--- src/rtl/uart_pkg.sv ---
`default_nettype none
// ============================================================================
// Module   : uart_pkg
// Brief    : Shared types and constants for the UART byte-stream blocks.
// Revision : 1.0 - initial release
// ============================================================================
package uart_pkg;

   // Frame layout: SYNC, OP, ADDR, DATA_H, DATA_L, CHK
   localparam int         c_FRAME_LEN      = 6;
   localparam logic [7:0] c_SYNC_BYTE_DEF  = 8'h55;
   localparam int         c_TIMEOUT_DEF    = 50000;
   localparam int         c_ERR_CNT_W_DEF  = 8;

   // Parser state: one state per expected byte of the frame
   typedef enum logic [2:0] {
      ST_HUNT = 3'd0,
      ST_OP   = 3'd1,
      ST_ADDR = 3'd2,
      ST_DH   = 3'd3,
      ST_DL   = 3'd4,
      ST_CHK  = 3'd5
   } parse_state_t;

endpackage
`default_nettype wire

--- src/rtl/uart_frame_parser_if.sv ---
`default_nettype none
// ============================================================================
// Module   : uart_frame_parser_if
// Brief    : Receiver-side byte strobe plus decoded command / error bundle.
// Revision : 1.0 - initial release
// ============================================================================
interface uart_frame_parser_if #(
   parameter int ERR_CNT_W = 8
) ();

   logic                 rx_valid;
   logic [7:0]           rx_data;
   logic                 cmd_valid;
   logic                 cmd_ready;
   logic [7:0]           cmd_op;
   logic [7:0]           cmd_addr;
   logic [15:0]          cmd_data;
   logic                 err_chk;
   logic                 err_timeout;
   logic                 err_overrun;
   logic [ERR_CNT_W-1:0] err_cnt;

   // Parser side: consumes bytes, produces commands and error reports
   modport master (
      input  rx_valid, rx_data, cmd_ready,
      output cmd_valid, cmd_op, cmd_addr, cmd_data,
      output err_chk, err_timeout, err_overrun, err_cnt
   );

   // Environment side: UART receiver plus command consumer
   modport slave (
      output rx_valid, rx_data, cmd_ready,
      input  cmd_valid, cmd_op, cmd_addr, cmd_data,
      input  err_chk, err_timeout, err_overrun, err_cnt
   );

endinterface
`default_nettype wire

--- src/rtl/uart_gap_timer.sv ---
`default_nettype none
// ============================================================================
// Module   : uart_gap_timer
// Brief    : Idle-gap counter with clear/enable; flags the terminal cycle.
// Revision : 1.0 - initial release
// ============================================================================
module uart_gap_timer #(
   parameter int TERMINAL = 50000
) (
   input  logic clk,
   input  logic rst_n,
   input  logic clr,
   input  logic en,
   output logic expired
);

   localparam int                 c_CNT_W = (TERMINAL > 1) ? $clog2(TERMINAL) : 1;
   localparam logic [c_CNT_W-1:0] c_LAST  = c_CNT_W'(TERMINAL - 1);

   logic [c_CNT_W-1:0] r_cnt;

   // Count idle cycles while enabled; clear, disable or terminal count restart at zero
   always_ff @(posedge clk or negedge rst_n) begin
      if (!rst_n)
         r_cnt <= '0;
      else if (clr || !en || (r_cnt == c_LAST))
         r_cnt <= '0;
      else
         r_cnt <= r_cnt + c_CNT_W'(1);
   end

   // A clear in the terminal cycle takes priority over expiry
   assign expired = en && !clr && (r_cnt == c_LAST);

endmodule
`default_nettype wire

--- src/rtl/uart_frame_parser.sv ---
`default_nettype none
// ============================================================================
// Module   : uart_frame_parser
// Brief    : Hunts for SYNC, assembles a 6-byte frame, checks XOR checksum
//            and presents the command on a valid/ready output register.
// Revision : 1.0 - initial release
// ============================================================================
module uart_frame_parser
   import uart_pkg::*;
#(
   parameter logic [7:0] SYNC_BYTE      = c_SYNC_BYTE_DEF,
   parameter int         TIMEOUT_CYCLES = c_TIMEOUT_DEF,
   parameter int         ERR_CNT_W      = c_ERR_CNT_W_DEF
) (
   input  logic                clk,
   input  logic                rst_n,
   uart_frame_parser_if.master bus
);

   parse_state_t         r_state;
   parse_state_t         w_state_nxt;
   logic                 r_rx_valid_d;
   logic                 w_byte_evt;
   logic                 w_gap_expired;
   logic [7:0]           r_op, r_addr, r_dh, r_dl, r_chk_acc;
   logic                 w_frame_end, w_chk_ok;
   logic                 w_load, w_overrun, w_chk_err, w_tmo_err;
   logic                 r_cmd_valid;
   logic [7:0]           r_cmd_op, r_cmd_addr;
   logic [15:0]          r_cmd_data;
   logic                 r_err_chk, r_err_timeout, r_err_overrun;
   logic [ERR_CNT_W-1:0] r_err_cnt;

   // Delayed strobe so a multi-cycle rx_valid level yields a single byte event
   always_ff @(posedge clk or negedge rst_n) begin
      if (!rst_n) r_rx_valid_d <= 1'b0;
      else        r_rx_valid_d <= bus.rx_valid;
   end

   assign w_byte_evt = bus.rx_valid && !r_rx_valid_d;

   uart_gap_timer #(
      .TERMINAL (TIMEOUT_CYCLES)
   ) u_gap_timer (
      .clk     (clk),
      .rst_n   (rst_n),
      .clr     (w_byte_evt),
      .en      (r_state != ST_HUNT),
      .expired (w_gap_expired)
   );

   // State register
   always_ff @(posedge clk or negedge rst_n) begin
      if (!rst_n) r_state <= ST_HUNT;
      else        r_state <= w_state_nxt;
   end

   // Next state: each byte advances one field; an idle gap abandons the frame
   always_comb begin
      w_state_nxt = r_state;
      if (w_byte_evt) begin
         case (r_state)
            ST_HUNT: if (bus.rx_data == SYNC_BYTE) w_state_nxt = ST_OP;
            ST_OP:   w_state_nxt = ST_ADDR;
            ST_ADDR: w_state_nxt = ST_DH;
            ST_DH:   w_state_nxt = ST_DL;
            ST_DL:   w_state_nxt = ST_CHK;
            default: w_state_nxt = ST_HUNT;
         endcase
      end else if (w_gap_expired) begin
         w_state_nxt = ST_HUNT;
      end
   end

   // Frame outcome decode; byte event beats a coincident timeout
   always_comb begin
      w_frame_end = w_byte_evt && (r_state == ST_CHK);
      w_chk_ok    = (bus.rx_data == r_chk_acc);
      w_load      = w_frame_end && w_chk_ok && (!r_cmd_valid || bus.cmd_ready);
      w_overrun   = w_frame_end && w_chk_ok && r_cmd_valid && !bus.cmd_ready;
      w_chk_err   = w_frame_end && !w_chk_ok;
      w_tmo_err   = w_gap_expired && !w_byte_evt;
   end

   // Capture each payload byte into its field register
   always_ff @(posedge clk or negedge rst_n) begin
      if (!rst_n) begin
         r_op   <= '0;
         r_addr <= '0;
         r_dh   <= '0;
         r_dl   <= '0;
      end else if (w_byte_evt) begin
         case (r_state)
            ST_OP:   r_op   <= bus.rx_data;
            ST_ADDR: r_addr <= bus.rx_data;
            ST_DH:   r_dh   <= bus.rx_data;
            ST_DL:   r_dl   <= bus.rx_data;
            default: ;
         endcase
      end
   end

   // Running XOR of payload bytes; held at zero while hunting
   always_ff @(posedge clk or negedge rst_n) begin
      if (!rst_n)
         r_chk_acc <= '0;
      else if (r_state == ST_HUNT)
         r_chk_acc <= '0;
      else if (w_byte_evt && (r_state != ST_CHK))
         r_chk_acc <= r_chk_acc ^ bus.rx_data;
   end

   // Output command register: load on good frame, release on handshake
   always_ff @(posedge clk or negedge rst_n) begin
      if (!rst_n) begin
         r_cmd_valid <= 1'b0;
         r_cmd_op    <= '0;
         r_cmd_addr  <= '0;
         r_cmd_data  <= '0;
      end else if (w_load) begin
         r_cmd_valid <= 1'b1;
         r_cmd_op    <= r_op;
         r_cmd_addr  <= r_addr;
         r_cmd_data  <= {r_dh, r_dl};
      end else if (r_cmd_valid && bus.cmd_ready) begin
         r_cmd_valid <= 1'b0;
      end
   end

   // Single-cycle error pulses and saturating total error count
   always_ff @(posedge clk or negedge rst_n) begin
      if (!rst_n) begin
         r_err_chk     <= 1'b0;
         r_err_timeout <= 1'b0;
         r_err_overrun <= 1'b0;
         r_err_cnt     <= '0;
      end else begin
         r_err_chk     <= w_chk_err;
         r_err_timeout <= w_tmo_err;
         r_err_overrun <= w_overrun;
         if ((w_chk_err || w_tmo_err || w_overrun) && (r_err_cnt != '1))
            r_err_cnt <= r_err_cnt + ERR_CNT_W'(1);
      end
   end

   assign bus.cmd_valid   = r_cmd_valid;
   assign bus.cmd_op      = r_cmd_op;
   assign bus.cmd_addr    = r_cmd_addr;
   assign bus.cmd_data    = r_cmd_data;
   assign bus.err_chk     = r_err_chk;
   assign bus.err_timeout = r_err_timeout;
   assign bus.err_overrun = r_err_overrun;
   assign bus.err_cnt     = r_err_cnt;

endmodule
`default_nettype wire

--- src/flat_wrapper.sv ---
// flat-port wrapper written by rule: the top's interface ports become plain ports
module uart_frame_parser_flat import uart_pkg::*;
#(
   parameter logic [7:0] SYNC_BYTE      = c_SYNC_BYTE_DEF,
   parameter int         TIMEOUT_CYCLES = c_TIMEOUT_DEF,
   parameter int         ERR_CNT_W      = c_ERR_CNT_W_DEF
)
  (clk, rst_n, bus_rx_valid, bus_rx_data, bus_cmd_ready, bus_cmd_valid, bus_cmd_op, bus_cmd_addr, bus_cmd_data, bus_err_chk, bus_err_timeout, bus_err_overrun, bus_err_cnt);
  uart_frame_parser_if #(.ERR_CNT_W(ERR_CNT_W)) bus_i ();
  input  logic clk;
  input  logic rst_n;
  input wire logic [$bits(bus_i.rx_valid)-1:0] bus_rx_valid;
  input wire logic [$bits(bus_i.rx_data)-1:0] bus_rx_data;
  input wire logic [$bits(bus_i.cmd_ready)-1:0] bus_cmd_ready;
  output wire logic [$bits(bus_i.cmd_valid)-1:0] bus_cmd_valid;
  output wire logic [$bits(bus_i.cmd_op)-1:0] bus_cmd_op;
  output wire logic [$bits(bus_i.cmd_addr)-1:0] bus_cmd_addr;
  output wire logic [$bits(bus_i.cmd_data)-1:0] bus_cmd_data;
  output wire logic [$bits(bus_i.err_chk)-1:0] bus_err_chk;
  output wire logic [$bits(bus_i.err_timeout)-1:0] bus_err_timeout;
  output wire logic [$bits(bus_i.err_overrun)-1:0] bus_err_overrun;
  output wire logic [$bits(bus_i.err_cnt)-1:0] bus_err_cnt;
  assign bus_i.rx_valid = bus_rx_valid;
  assign bus_i.rx_data = bus_rx_data;
  assign bus_i.cmd_ready = bus_cmd_ready;
  assign bus_cmd_valid = bus_i.cmd_valid;
  assign bus_cmd_op = bus_i.cmd_op;
  assign bus_cmd_addr = bus_i.cmd_addr;
  assign bus_cmd_data = bus_i.cmd_data;
  assign bus_err_chk = bus_i.err_chk;
  assign bus_err_timeout = bus_i.err_timeout;
  assign bus_err_overrun = bus_i.err_overrun;
  assign bus_err_cnt = bus_i.err_cnt;
  uart_frame_parser #(.SYNC_BYTE(SYNC_BYTE), .TIMEOUT_CYCLES(TIMEOUT_CYCLES), .ERR_CNT_W(ERR_CNT_W)) u_core (.clk(clk), .rst_n(rst_n), .bus(bus_i));
endmodule
--- config.mk ---
export PLATFORM = sky130hd
export DESIGN_NAME = uart_frame_parser_flat
export DESIGN_NICKNAME = d
export VERILOG_FILES = /design/src/rtl/uart_pkg.sv /design/src/rtl/uart_frame_parser_if.sv /design/src/rtl/uart_gap_timer.sv /design/src/rtl/uart_frame_parser.sv /design/src/flat_wrapper.sv
export SDC_FILE = /design/constraint.sdc
export NUM_CORES = 1
export LEC_CHECK = 0
export CAP_MARGIN = 40
export CORE_ASPECT_RATIO = 0.7
export CORE_MARGIN = 10
export CORE_UTILIZATION = 50
export DETAILED_ROUTE_END_ITERATION = 10
export PLACE_DENSITY = 0.76
export SLEW_MARGIN = 20
export SYNTH_ARGS = -nofsm -noshare
export SYNTH_HDL_FRONTEND = slang
export SYNTH_SLANG_ARGS = --single-unit
--- constraint.sdc ---
create_clock -name clk -period 1.9 [get_ports clk]
set_input_delay 0.475 -clock clk [delete_from_list [all_inputs] [get_ports clk]]
set_output_delay 0.475 -clock clk [all_outputs]
set_load 0.005 [all_outputs]
==> flow_summary.yaml <==
drt:
  first_pass_iters: 4
  vias: 3072
  drt-total-wl_mm: 10.54
  drtAntennaViolNets: 0
  drc_errors: 0
  wire_per_inst_um: 18.23
  drtIter0Drc: 214
  vias_per_cell: 5.315
setup_path:
  r2r-end: "u_core.bus.cmd_data[12]"
  crit_chain: "xor2_1 -> nor4_2 -> buf_4 -> nand4_1 -> buf_6 -> buf_16 -> mux2_4"
  cp.required_ps: 2130
  crit_type: "reg2reg"
  cp_max_fo: 6
  reg2reg_depth: 7
  r2r_slack_ps: -80
  end_kind: "flop"
  slowest_stage: "dfrtp_1"
  crit_arrival_ps: 2210
  cp_slowest_stage_delay_ps: 400
  r2r_start: "u_core.r_chk_acc[5]"
  cp-start-kind: "flop"
timing:
  slew_violations: 0
  tns_ps: -2171
  hold_slack_ps: 61.26
  worstMarginPinSlew_ps: 420.3
  period_minus_slack_ps: 1983
  max_freq_mhz: 504.3
  min_period_over_period_pct: 104.4
  rsz0062_at_grt: "true"
  hold_violations: 0
  worst_clock_skew_ps: 5.910
  slew_headroom_pct: 71.98
  worst_slack_ps: -82.85
  setup_viol: 33
layout:
  n_antenna_cell: 0
  drive_gt1_share_pct: 34.50
  layout.nets: 467
  syn2layout_area_growth_pct: 38.91
  fill_cells: 587
synth:
  mappedNetlistNets: 353
  yosysSeqAreaShare_pct: 59.38
  synth_seq_cells: 104
  synth-main-ff-cell: "dfrtp_1"
  async_flop_share_pct: 100.0
  synth_edf_count: 0
  syn_area_sq_um: 4383
  synth_cell_types: 36
  syn_inst: 339
  syn_avg_cell_area_sq_um: 12.93
  synth_warnings: 0
power:
  vdd_drop_max_mv: 0.6214
  p_per_area_nw_per_um2: 1073
  p_sw_share_pct: 27.61
  p_comb_share_pct: 23.2
  pwr-share-seq_pct: 46.2
  p_switching_mw: 1.803
  p_clk_share_pct: 30.6
  p_leak_nw: 2.939
  internal-power_mw: 4.728
global_route:
  antenna_found_initial: 0
  grt_overflow: 0
  grt_start_max_net_pins: 31
  grt_usage_pct: 16.27
  grt_pass1_wl_mm: 16.98
  grt_pass1_vias: 3139
floorplanning:
  die_w_um: 131.9
  ios: 56
  coreArea_sq_um: 8513
  die_area_sq_um: 12970
  fp-row-count: 28
  start_util_pct: 51.48
  die_h_um: 98.34
clock_network:
  holdBufCountCts: 0
  cts-buffers-inserted: 9
  worst_skew_pair.late_latency_ps: 350
  cts_tree: "done"
  clock_path_buffers: 2
  cts_max_level: 3
  cts.sinks: 104
  root_buffer: "clkbuf_16"
  path_clk_slew_ps: 70
job:
  cap_violations: 0
placement:
  place_hpwl_mm: 6.863
  gp_congestion: 0.8302
  portBuffers: 55
run_status:
  violations: "setup timing"
  status: "complete, but fails checks"
hold_path:
  hold_path_class: "in2async"
## synth_stat cells (4+ instances only)
library cell	count	share of area, %
dfrtp_1	104	59
mux2_2	34	8.7
mux2_1	31	8.0
nor2_1	31	2.7
xor2_1	20	4.0
o21ai_0	16	1.8
nand2_1	13	1.1
nand3_1	13	1.5
nand2b_1	11	1.6
xnor2_1	9	1.8
and3_1	6	0.86
buf_2	5	0.57
clkbuf_1	5	0.43
and2_1	4	0.57
nand4_1	4	0.57
nor4bb_1	4	0.91
## routing by layer
metal | vias to the layer above | track usage [%] | share of wire (%)
met5 | - | 0 | 0
met4 | 0 | 3.836 | 0.70
met3 | 6 | 6.448 | 7.3
met2 | 75 | 24.30 | 46
met1 | 1566 | 21.74 | 46
li1 | 1425 | - | -
## cells in the final DEF, fill, tap and decap left out, types with 10 or more instances in the layout
cell	n
mux2_4	31
nand3_1	11
o21ai_0	16
mux2_2	34
buf_4	49
dfrtp_1	104
xor2_1	20
nor2_1	31
nand2b_1	11
clkdlybuf4s50_1	45
nand2_1	10
## state kept, by name, indices dropped and copies added (netlist names)
name,count
u_core.bus.cmd_addr,8
u_core.bus.cmd_data,16
u_core.bus.cmd_op,8
u_core.bus.cmd_valid,1
u_core.bus.err_chk,1
u_core.bus.err_cnt,8
u_core.bus.err_overrun,1
u_core.bus.err_timeout,1
u_core.r_addr,8
u_core.r_chk_acc,8
u_core.r_dh,8
u_core.r_dl,8
u_core.r_op,8
u_core.r_rx_valid_d,1
u_core.r_state,3
u_core.u_gap_timer.r_cnt,16
## worst max-delay path: cells and delay by family (launching register included)
family,cells,cell delay (ps)
XOR/XNOR,1,160
buffers and inverters,3,540
flip-flops,1,400
multiplexers,1,300
AND/OR/NAND/NOR,2,480
## worst max path at each step
stage	from	end	slack, ps	depth (start not counted)
after global routing	u_core.r_chk_acc[5]	u_core.bus.cmd_op[0]	-140	7
after detailed placement	bus_rx_data[6]	u_core.bus.err_cnt[1]	-590	8
final	u_core.r_chk_acc[5]	u_core.bus.cmd_data[12]	-80	7
after CTS	u_core.r_chk_acc[5]	u_core.bus.cmd_data[12]	-50	7
after floorplan	u_core.bus.err_cnt[0]	u_core.bus.err_cnt[1]	0.1	7
after global placement	bus_rx_data[6]	u_core.bus.err_cnt[1]	-560	8
## layout make-up
cell class	instances	area [sq um]	area share, %
clock buffers	11	252.7	4.151
clock inverters	5	78.83	1.295
multi-input cells	225	1923	31.59
flip-flops and latches	104	2603	42.75
well taps	120	150.1	2.466
repair buffers	113	1081	17.76
## power groups by stage
stage	sequential (mW)	clock [mW]	combinational, mW
finish	3.02	2.00	1.52
global placement	2.99	0	1.35
floorplan	2.91	0	0.878
CTS	2.99	2.04	1.48
detailed placement	3.01	0	1.41
global route	3.07	2.12	1.67
## logic make-up (layout without fill, tap and decap cells)
family,Yosys count,count (layout),synth area share (%)
adder cells (fa/ha/maj),2,2,0.5708
AND/OR/NAND/NOR,105,105,13.27
buffers and inverters,10,129,0.9991
flip-flops,104,104,59.38
AO/OA/AOI/OAI,24,24,3.283
XOR/XNOR,29,29,5.795
multiplexers,65,65,16.70
## metrics by stage
stage	setup slack, ps	power [mW]	cells	util, %	area [sq um]
final	-82.85	6.531	578	71.52	6088
after global routing	-140.7	6.864	578	71.52	6088
after CTS	-48.84	6.517	577	70.56	6007
after detailed placement	-587.2	4.421	552	63.76	5428
after global placement	-556.8	4.345	552	63.76	5428
after floorplan	0.1217	3.788	339	-	4390
## repair_timing
item | 4_1_cts | 5_1_grt
pin swaps | 10 | 5
setup endpoints to repair | 48 | 38
buffers inserted | 6 | 1
resized for setup | 46 | 16
gates cloned | 3 | 0
Power figures use the tool's default switching activity.
